**src/rtl/mem_dump_reader.sv**
```systemverilog
// mem_dump_reader: streams a contiguous, possibly wrapping, memory address range out over a valid/ready port.
// Define DUMP_CHECKSUM_EN to append a modulo-sum beat after the last data word.
module mem_dump_reader #(
  parameter int unsigned INSTR_SIZE = 12,
  parameter int unsigned ADDR_SIZE  = 5
) (
  input  logic                  clk,
  input  logic                  rst,
  input  logic                  start,
  input  logic [ADDR_SIZE-1:0]  start_addr,
  input  logic [ADDR_SIZE-1:0]  end_addr,
  output logic                  busy,
  output logic                  done,
  output logic                  mem_rd_en,
  output logic [ADDR_SIZE-1:0]  mem_addr,
  input  logic [INSTR_SIZE-1:0] mem_rd_data,
  output logic                  out_valid,
  input  logic                  out_ready,
  output logic [INSTR_SIZE-1:0] out_data,
  output logic [ADDR_SIZE-1:0]  out_addr,
  output logic                  out_last
);

  typedef enum logic [2:0] {
    st_idle,
    st_issue,
    st_capture,
    st_send,
`ifdef DUMP_CHECKSUM_EN
    st_csum,
`endif
    st_done
  } state_t;

  state_t               state_q;
  state_t               state_d;
  logic [ADDR_SIZE-1:0] cur_addr;
  logic [ADDR_SIZE-1:0] end_q;
  logic                 at_end;
  logic                 xfer;
`ifdef DUMP_CHECKSUM_EN
  logic [INSTR_SIZE-1:0] csum;
`endif

  assign at_end   = (cur_addr == end_q);
  assign xfer     = out_valid && out_ready;
  // The address counter only moves between beats, so it doubles as the read address.
  assign mem_addr = cur_addr;

  always_ff @(posedge clk) begin
    if (rst) state_q <= st_idle;
    else     state_q <= state_d;
  end

  always_comb begin
    state_d = state_q;
    case (state_q)
      st_idle:    if (start) state_d = st_issue;
      st_issue:   state_d = st_capture;
      st_capture: state_d = st_send;
      st_send: begin
        if (xfer) begin
          if (!at_end) state_d = st_issue;
`ifdef DUMP_CHECKSUM_EN
          else         state_d = st_csum;
`else
          else         state_d = st_done;
`endif
        end
      end
`ifdef DUMP_CHECKSUM_EN
      st_csum:    if (xfer) state_d = st_done;
`endif
      st_done:    state_d = st_idle;
      default:    state_d = st_idle;
    endcase
  end

  // Registered outputs and datapath, steered by the upcoming state.
  always_ff @(posedge clk) begin
    if (rst) begin
      busy      <= 1'b0;
      done      <= 1'b0;
      mem_rd_en <= 1'b0;
      out_valid <= 1'b0;
      out_data  <= '0;
      out_addr  <= '0;
      out_last  <= 1'b0;
      cur_addr  <= '0;
      end_q     <= '0;
`ifdef DUMP_CHECKSUM_EN
      csum      <= '0;
`endif
    end else begin
      busy      <= (state_d != st_idle) && (state_d != st_done);
      done      <= (state_d == st_done);
      mem_rd_en <= (state_d == st_issue);
`ifdef DUMP_CHECKSUM_EN
      out_valid <= (state_d == st_send) || (state_d == st_csum);
`else
      out_valid <= (state_d == st_send);
`endif
      case (state_q)
        st_idle: begin
          if (start) begin
            cur_addr <= start_addr;
            end_q    <= end_addr;
`ifdef DUMP_CHECKSUM_EN
            csum     <= '0;
`endif
          end
        end
        st_capture: begin
          out_data <= mem_rd_data;
          out_addr <= cur_addr;
`ifdef DUMP_CHECKSUM_EN
          out_last <= 1'b0;
`else
          out_last <= at_end;
`endif
        end
        st_send: begin
          if (xfer) begin
            out_last <= 1'b0;
            if (!at_end) cur_addr <= ADDR_SIZE'(cur_addr + 1'b1);
`ifdef DUMP_CHECKSUM_EN
            csum <= INSTR_SIZE'(csum + out_data);
            // Checksum beat includes the word just transferred.
            if (at_end) begin
              out_data <= INSTR_SIZE'(csum + out_data);
              out_addr <= end_q;
              out_last <= 1'b1;
            end
`endif
          end
        end
`ifdef DUMP_CHECKSUM_EN
        st_csum: if (xfer) out_last <= 1'b0;
`endif
        default: ;
      endcase
    end
  end

endmodule

```
**config.mk**
```make
export PLATFORM = sky130hd
export DESIGN_NAME = mem_dump_reader
export DESIGN_NICKNAME = d
export VERILOG_FILES = /design/src/rtl/mem_dump_reader.sv
export SDC_FILE = /design/constraint.sdc
export NUM_CORES = 1
export LEC_CHECK = 0
export BUFFER_PORTS_ARGS = -buffer_cell sky130_fd_sc_hd__buf_2
export CORE_MARGIN = 2
export CORE_UTILIZATION = 49
export CTS_CLUSTER_DIAMETER = 80
export DETAILED_ROUTE_END_ITERATION = 7
export GPL_ROUTABILITY_DRIVEN = 1
export PLACE_DENSITY = 0.83
export SYNTH_ARGS = -nofsm -noshare
export SYNTH_HDL_FRONTEND = slang
export SYNTH_SLANG_ARGS = --single-unit
```
**constraint.sdc**
```tcl
create_clock -name clk -period 2.1 [get_ports clk]
set_input_delay 0.42 -clock clk [delete_from_list [all_inputs] [get_ports clk]]
set_output_delay 0.42 -clock clk [all_outputs]
set_load 0.02 [all_outputs]
```
==> metrics, run 1 <==
outcome=finished, final reports clean; slowest CP cell=sky130_fd_sc_hd__dfxtp_1; total non-filler cell area in the finished layout=1870 sq um; chain of cells forming the critical path=and3b_2, nand3_1, a211o_1, a32o_1; most area-hungry cell type in the Yosys netlist=sky130_fd_sc_hd__dfxtp_1; EDFF count, synth=0; CTS max path bufs=2; Post-Synth Simple-Gate Area=23.2%; number of distinct library cells after synthesis=39; critical path launch point type=flip-flop; Worst EP required=2.35 ns; postcts setup bufs=0; synthesis-to-finish area growth=22.6%; final total negative setup slack=0 ns; clock network latency to the later pin of the worst-skew pair=0.34 ns; Avg WL per Cell=12.6 um; slew at the pin closest to its max-slew limit=0.428 ns; Congestion Overflow GR=0; PwrDens=813 nW/um^2; post-route setup slack=0.386 ns; Cell Area, Synth=1530 sq um; largest family of logic cells by synthesized area=simple AND/OR/NAND/NOR gates; number of flip-flops and latches in the synthesized netlist=35; Final period util=81.6%; detailed-route vias per instance=5.24; via count of the first global-routing pass=1,190; relative slew slack=71.4%; via count=1,374; fraction of post-synthesis cell area in the top cell type by area=45.8%; sequential area share after synthesis=45.8%; clock share of power=31.6%; ant diodes=0; count of port buffers added during placement=52; die boundary width=59.9 um; Final Skew=0.0176 ns; data arrival time of the worst path=1.97 ns; post-cts resize count=0; portion of netlist area occupied by mux cells=4.01%; top-level I/O count=53; number of antenna violations at the first check in global routing=0; Routed WL=3300 um; TritonCTS clock tree=done; Starting Density=50.9%; Hold WS=0.294 ns; pin count of the biggest net entering global routing=20; Synth warnings=0; leakage power of the design=0.819 nW; all-layer global routing usage=19.8%; Root Buffer=sky130_fd_sc_hd__clkbuf_4; maximum vdd drop=476 uV; count leader, synth=sky130_fd_sc_hd__nand2_1; remaining antenna violation count after routing=0; Internal Pwr Total=1.07 mW; post-place instance area=1790 sq um; GP Congestion=0.882; mean cell area of the mapped netlist=8.74 sq um; time the final worst path needs with I/O delays and setup=1.71 ns; total core area=3000 sq um; worst slack after detailed placement=0.406 ns; floorplan die area=3580 sq um; worst setup path class=reg -> reg; share of flip-flops with an asynchronous set or reset=0%; cells taking the most area after synthesis=sky130_fd_sc_hd__dfxtp_1 (46%), sky130_fd_sc_hd__nand2_1 (10%), sky130_fd_sc_hd__a21oi_1 (8.2%); H-tree depth=2; Worst path top cell family by delay=flip-flops; setup repair after global routing missed its margin=false; net total in the final layout=255; switching power share of the total=29.6%; Main synth FF type=sky130_fd_sc_hd__dfxtp_1; share of cells above drive strength 1=32.3%; adder and majority gate portion of the synthesized area=0.818%; number of buffers created by CTS=5; slowest cell delay on critical path=0.60 ns; max-cap violations=0; 1st-iter DRT viols=75; final setup violation count=0; highest clock rate=583 MHz; synthesized-area fraction occupied by xor and xnor cells=2.86%; DRC violation count after routing=0; compound-gate portion of the synthesized area=18.6%; total number of placement rows=20; relative contribution of combinational cells to total power=19.2%; Fin. Hold Viols=0; clock-pin transition on the worst setup and hold timing paths=0.12 ns; cts-stage hold buffer count=0; Final Max Slew Viols=0; HPWL Detailed=2450 um; sequential cell fraction of total power=49.2%; first-pass GRT wire length=5220 um; height of the die=59.9 um; drt first pass iters=4; number of clock sinks seen by CTS=35; critical path endpoint category=flip-flop; most numerous cell types in the synthesized netlist=sky130_fd_sc_hd__nand2_1 (41), sky130_fd_sc_hd__dfxtp_1 (35), sky130_fd_sc_hd__a21oi_1 (25); number of nets in the synthesized netlist=202; Psw=0.452 mW; buffering stage count on the worst path with inverters included=0; number of standard cells after synthesis=175; worst-path fanout max=11; worst hold path type=in -> reg
-- power by group through the flow --
| stage | Combinational, mW | Clock (mW) | Sequential (mW) |
|---|---|---|---|
| after floorplan | 0.176 | 0 | 0.790 |
| after global placement | 0.289 | 0 | 0.763 |
| after detailed placement | 0.291 | 0 | 0.765 |
| after CTS | 0.292 | 0.491 | 0.750 |
| after global routing | 0.321 | 0.522 | 0.757 |
| final | 0.293 | 0.481 | 0.750 |
-- flip-flops by register name, indices dropped and copies added (netlist names) --
register and count:
out_data 12, end_q 5, mem_addr 5, out_addr 5
state_q 3, busy 1, done 1, mem_rd_en 1
out_last 1, out_valid 1
-- worst min-delay path: stages --
cell and delay (ns):
sky130_fd_sc_hd__buf_2 0.09, sky130_fd_sc_hd__nand2_1 0.04, sky130_fd_sc_hd__a21oi_1 0.05
-- kinds of logic after synthesis --
kind of cell             Yosys count
AO/OA/AOI/OAI                     43
XOR/XNOR                           5
adder cells (fa/ha/maj)            1
buffers and inverters             12
flip-flops                        35
multiplexers                       6
AND/OR/NAND/NOR                   73
-- path summary, 6_finish.rpt --
| path | from | end | slack, ns | depth (start not counted) |
|---|---|---|---|---|
| hold / removal | mem_rd_data[11] | out_data[11] | 0.29 | 3 |
| setup / recovery | state_q[0] | mem_addr[4] | 0.39 | 4 |
| setup reg to reg | state_q[0] | mem_addr[4] | 0.39 | 4 |
| hold reg to reg | out_data[3] | out_data[3] | 0.46 | 2 |
-- cell usage in the layout, fill, tap and decap left out, types with 2 or more instances in the layout --
cell and n:
sky130_fd_sc_hd__nor4_1 2, sky130_fd_sc_hd__xnor2_1 5, sky130_fd_sc_hd__buf_2 52, sky130_fd_sc_hd__a32o_1 2
sky130_fd_sc_hd__a211o_1 3, sky130_fd_sc_hd__a21oi_1 25, sky130_fd_sc_hd__mux2i_1 5, sky130_fd_sc_hd__o31ai_1 3
sky130_fd_sc_hd__clkbuf_4 5, sky130_fd_sc_hd__inv_1 2, sky130_fd_sc_hd__buf_4 3, sky130_fd_sc_hd__or2_2 2
sky130_fd_sc_hd__nor2_1 10, sky130_fd_sc_hd__nor2b_1 2, sky130_fd_sc_hd__nand3_1 5, sky130_fd_sc_hd__dfxtp_1 35
sky130_fd_sc_hd__nand4_1 2, sky130_fd_sc_hd__nand2_1 41, sky130_fd_sc_hd__o21ai_0 2
-- stage by stage --
stage	total power, mW	util [%]	instances
6_report	1.52	62.4	262
5_1_grt	1.60	62.4	262
4_1_cts	1.53	62.4	262
3_5_place_dp	1.06	59.7	254
3_3_place_gp	1.05	59.7	254
2_1_floorplan	0.966	-	175
-- metal layers --
| layer | up-vias | part of all wire, % | GRT usage [%] |
|---|---|---|---|
| met1 | 595 | 44 | 24.5 |
| met4 | 0 | 2.4 | 10.8 |
| met5 | - | 0 | 0 |
| met2 | 58 | 46 | 31.2 |
| li1 | 714 | - | - |
| met3 | 7 | 7.5 | 4.98 |
-- layout make-up --
cell class                 count  area (sq um)
fill                         277          1130
multi-input combinational    128           757
sequential                    35           701
timing repair buffer          55           283
clock inverter                 3          43.8
tap                           33          41.3
clock buffer                   5          37.5
inverter                       3          11.3
(Power assumes the default switching activity.)
==> run 2, diff against run 1 <==
- clock period: 2.1 -> 1.7 ns (I/O delays scaled with it)
==> metrics, run 2 (synthesis gave the netlist of run 1 again) <==
via count=1,419 (+3.3%); total non-filler cell area in the finished layout=1960 sq um (+4.5%); relative slew slack=70.1% (-1.3 points); critical path launch point type=flip-flop; cts-stage hold buffer count=0 (unchanged); floorplan die area=3580 sq um (unchanged); total number of placement rows=20 (unchanged); worst hold path startpoint=mem_rd_data[11]; detailed-route vias per instance=5.28 (+0.59%); count of port buffers added during placement=52 (unchanged); Congestion Overflow GR=0 (unchanged); net total in the final layout=262 (+2.7%); TritonCTS clock tree=done; PwrDens=1050 nW/um^2 (+29%); worst setup path class=reg -> reg; time the final worst path needs with I/O delays and setup=1.62 ns (-0.0940 ns); Worst EP required=1.94 ns (-0.41 ns); height of the die=59.9 um (unchanged); H-tree depth=2 (unchanged); origin of the critical flop-to-flop path=state_q[1]; Hold WS=0.217 ns (-0.0772 ns); post-place instance area=1850 sq um (+2.9%); worst hold path type=in -> reg; maximum vdd drop=865 uV (+82%); register with the highest flop count=out_data; remaining antenna violation count after routing=0 (unchanged); max reg flops=12 (unchanged); Starting Density=50.9% (unchanged); CTS max path bufs=2 (unchanged); Worst Hold Depth=3 (unchanged); setup repair after global routing missed its margin=false; max-cap violations=0 (unchanged); synthesis-to-finish area growth=28.1%; most common library cell in the layout ignoring fill and taps=sky130_fd_sc_hd__buf_2; data arrival time of the worst path=1.86 ns (-0.11 ns); pin count of the biggest net entering global routing=25 (+25%); Root Buffer=sky130_fd_sc_hd__clkbuf_4; end of the worst hold path=out_data[11]; HPWL Detailed=2450 um (+0.25%); slew at the pin closest to its max-slew limit=0.448 ns (+0.0207 ns); worst-path fanout max=8 (-3); number of antenna violations at the first check in global routing=0 (unchanged); via count of the first global-routing pass=1,210 (+1.7%); share of cells above drive strength 1=34.7% (+2.4 points); all-layer global routing usage=20.3% (+0.56 points); highest clock rate=617 MHz (+5.8%); first-pass GRT wire length=5400 um (+3.6%); number of clock sinks seen by CTS=35 (unchanged); clock-pin transition on the worst setup and hold timing paths=0.11 ns (about the same); clock network latency to the later pin of the worst-skew pair=0.34 ns (about the same); top-level I/O count=53 (unchanged); placed insts=261 (+2.8%); endpoint of the worst register-to-register path=mem_addr[0]; Routed WL=3330 um (+0.70%); 1st-iter DRT viols=40 (-47%); total core area=3000 sq um (unchanged); worst r2r path cells=4 (unchanged); Final Skew=0.0179 ns (+0.000289 ns); post-route setup slack=0.0797 ns (-0.306 ns); DRC violation count after routing=0 (unchanged); critical path endpoint category=flip-flop; number of fill cells in the layout=273 (-1.4%); final cell count without fillers=269 (+2.7%); number of buffers created by CTS=5 (unchanged); Avg WL per Cell=12.4 um (-1.9%); die boundary width=59.9 um (unchanged); outcome=finished, final reports clean; GP Congestion=0.871 (-1.2%); final total negative setup slack=0 ns (unchanged); Fin. Hold Viols=0 (unchanged); final setup violation count=0 (unchanged); register-to-register setup slack=0.08 ns (-0.31 ns); Final Max Slew Viols=0 (unchanged); most used cells in the layout excluding fill and tap cells=sky130_fd_sc_hd__buf_2 (52), sky130_fd_sc_hd__nand2_1 (41), sky130_fd_sc_hd__dfxtp_1 (33); worst slack after detailed placement=0.0912 ns (-0.315 ns); leakage power of the design=0.862 nW (+5.3%); drt first pass iters=4 (unchanged); Final period util=95.3% (+14 points); ant diodes=0 (unchanged)
-- run 2: critical path, stage by stage, from the launching register on --
cell and delay [ns]:
sky130_fd_sc_hd__dfxtp_1 0.42, sky130_fd_sc_hd__or3b_4 0.44, sky130_fd_sc_hd__a211oi_2 0.25, sky130_fd_sc_hd__o31ai_4 0.14, sky130_fd_sc_hd__o32ai_2 0.27
-- run 2: metrics by stage --
step / utilization [%] / power [mW]
after floorplan: - / 1.19
after global placement: 61.5 / 1.32
after detailed placement: 61.5 / 1.33
after CTS: 64.8 / 2.06
after global routing: 65.2 / 2.16
final: 65.2 / 2.06
-- run 2: worst max-delay path by stage --
stage | start | endpoint | slack [ns] | cells after the start
final | state_q[1] | mem_addr[0] | 0.08 | 4
after global routing | mem_addr[1] | mem_addr[1] | 0.01 | 4
after CTS | state_q[0] | mem_addr[4] | 0.07 | 4
after detailed placement | state_q[0] | mem_addr[4] | 0.09 | 4
after global placement | state_q[0] | mem_addr[4] | 0.12 | 4
after floorplan | mem_addr[0] | mem_addr[4] | 0.06 | 5
-- run 2: layout make-up --
cell class	instances	area (sq um)	area share, %
Clock buffer	6	41.3	2.11
Clock inverter	2	60.1	3.07
Inverter	3	11.3	0.575
Multi-Input combinational cell	128	766	39.1
Sequential cell	35	703	35.9
Tap cell	33	41.3	2.11
Timing Repair Buffer	62	335	17.1
-- run 2: routing by layer --
| metal | vias up | wire, um | part of all wire (%) | global-route usage, % |
|---|---|---|---|---|
| met1 | 643 | 1470 | 44 | 26.9 |
| met2 | 38 | 1590 | 48 | 29.7 |
| met5 | - | 0 | 0 | 0 |
| met4 | 0 | 57 | 1.7 | 7.94 |
| li1 | 732 | - | - | - |
| met3 | 6 | 212 | 6.4 | 8.01 |
-- run 2: timing repair --
action                     4_1_cts  5_1_grt
buffers inserted                 0        0
setup endpoints to repair        0        3
resized for setup                0        3
-- run 2: power by group --
part / internal [mW] / leakage (nW) / switching (mW) / total (mW)
clock: 0.459 / 0.0525 / 0.280 / 0.739
combinational: 0.163 / 0.523 / 0.241 / 0.404
sequential: 0.874 / 0.286 / 0.0422 / 0.916
total: 1.50 / 0.862 / 0.564 / 2.06
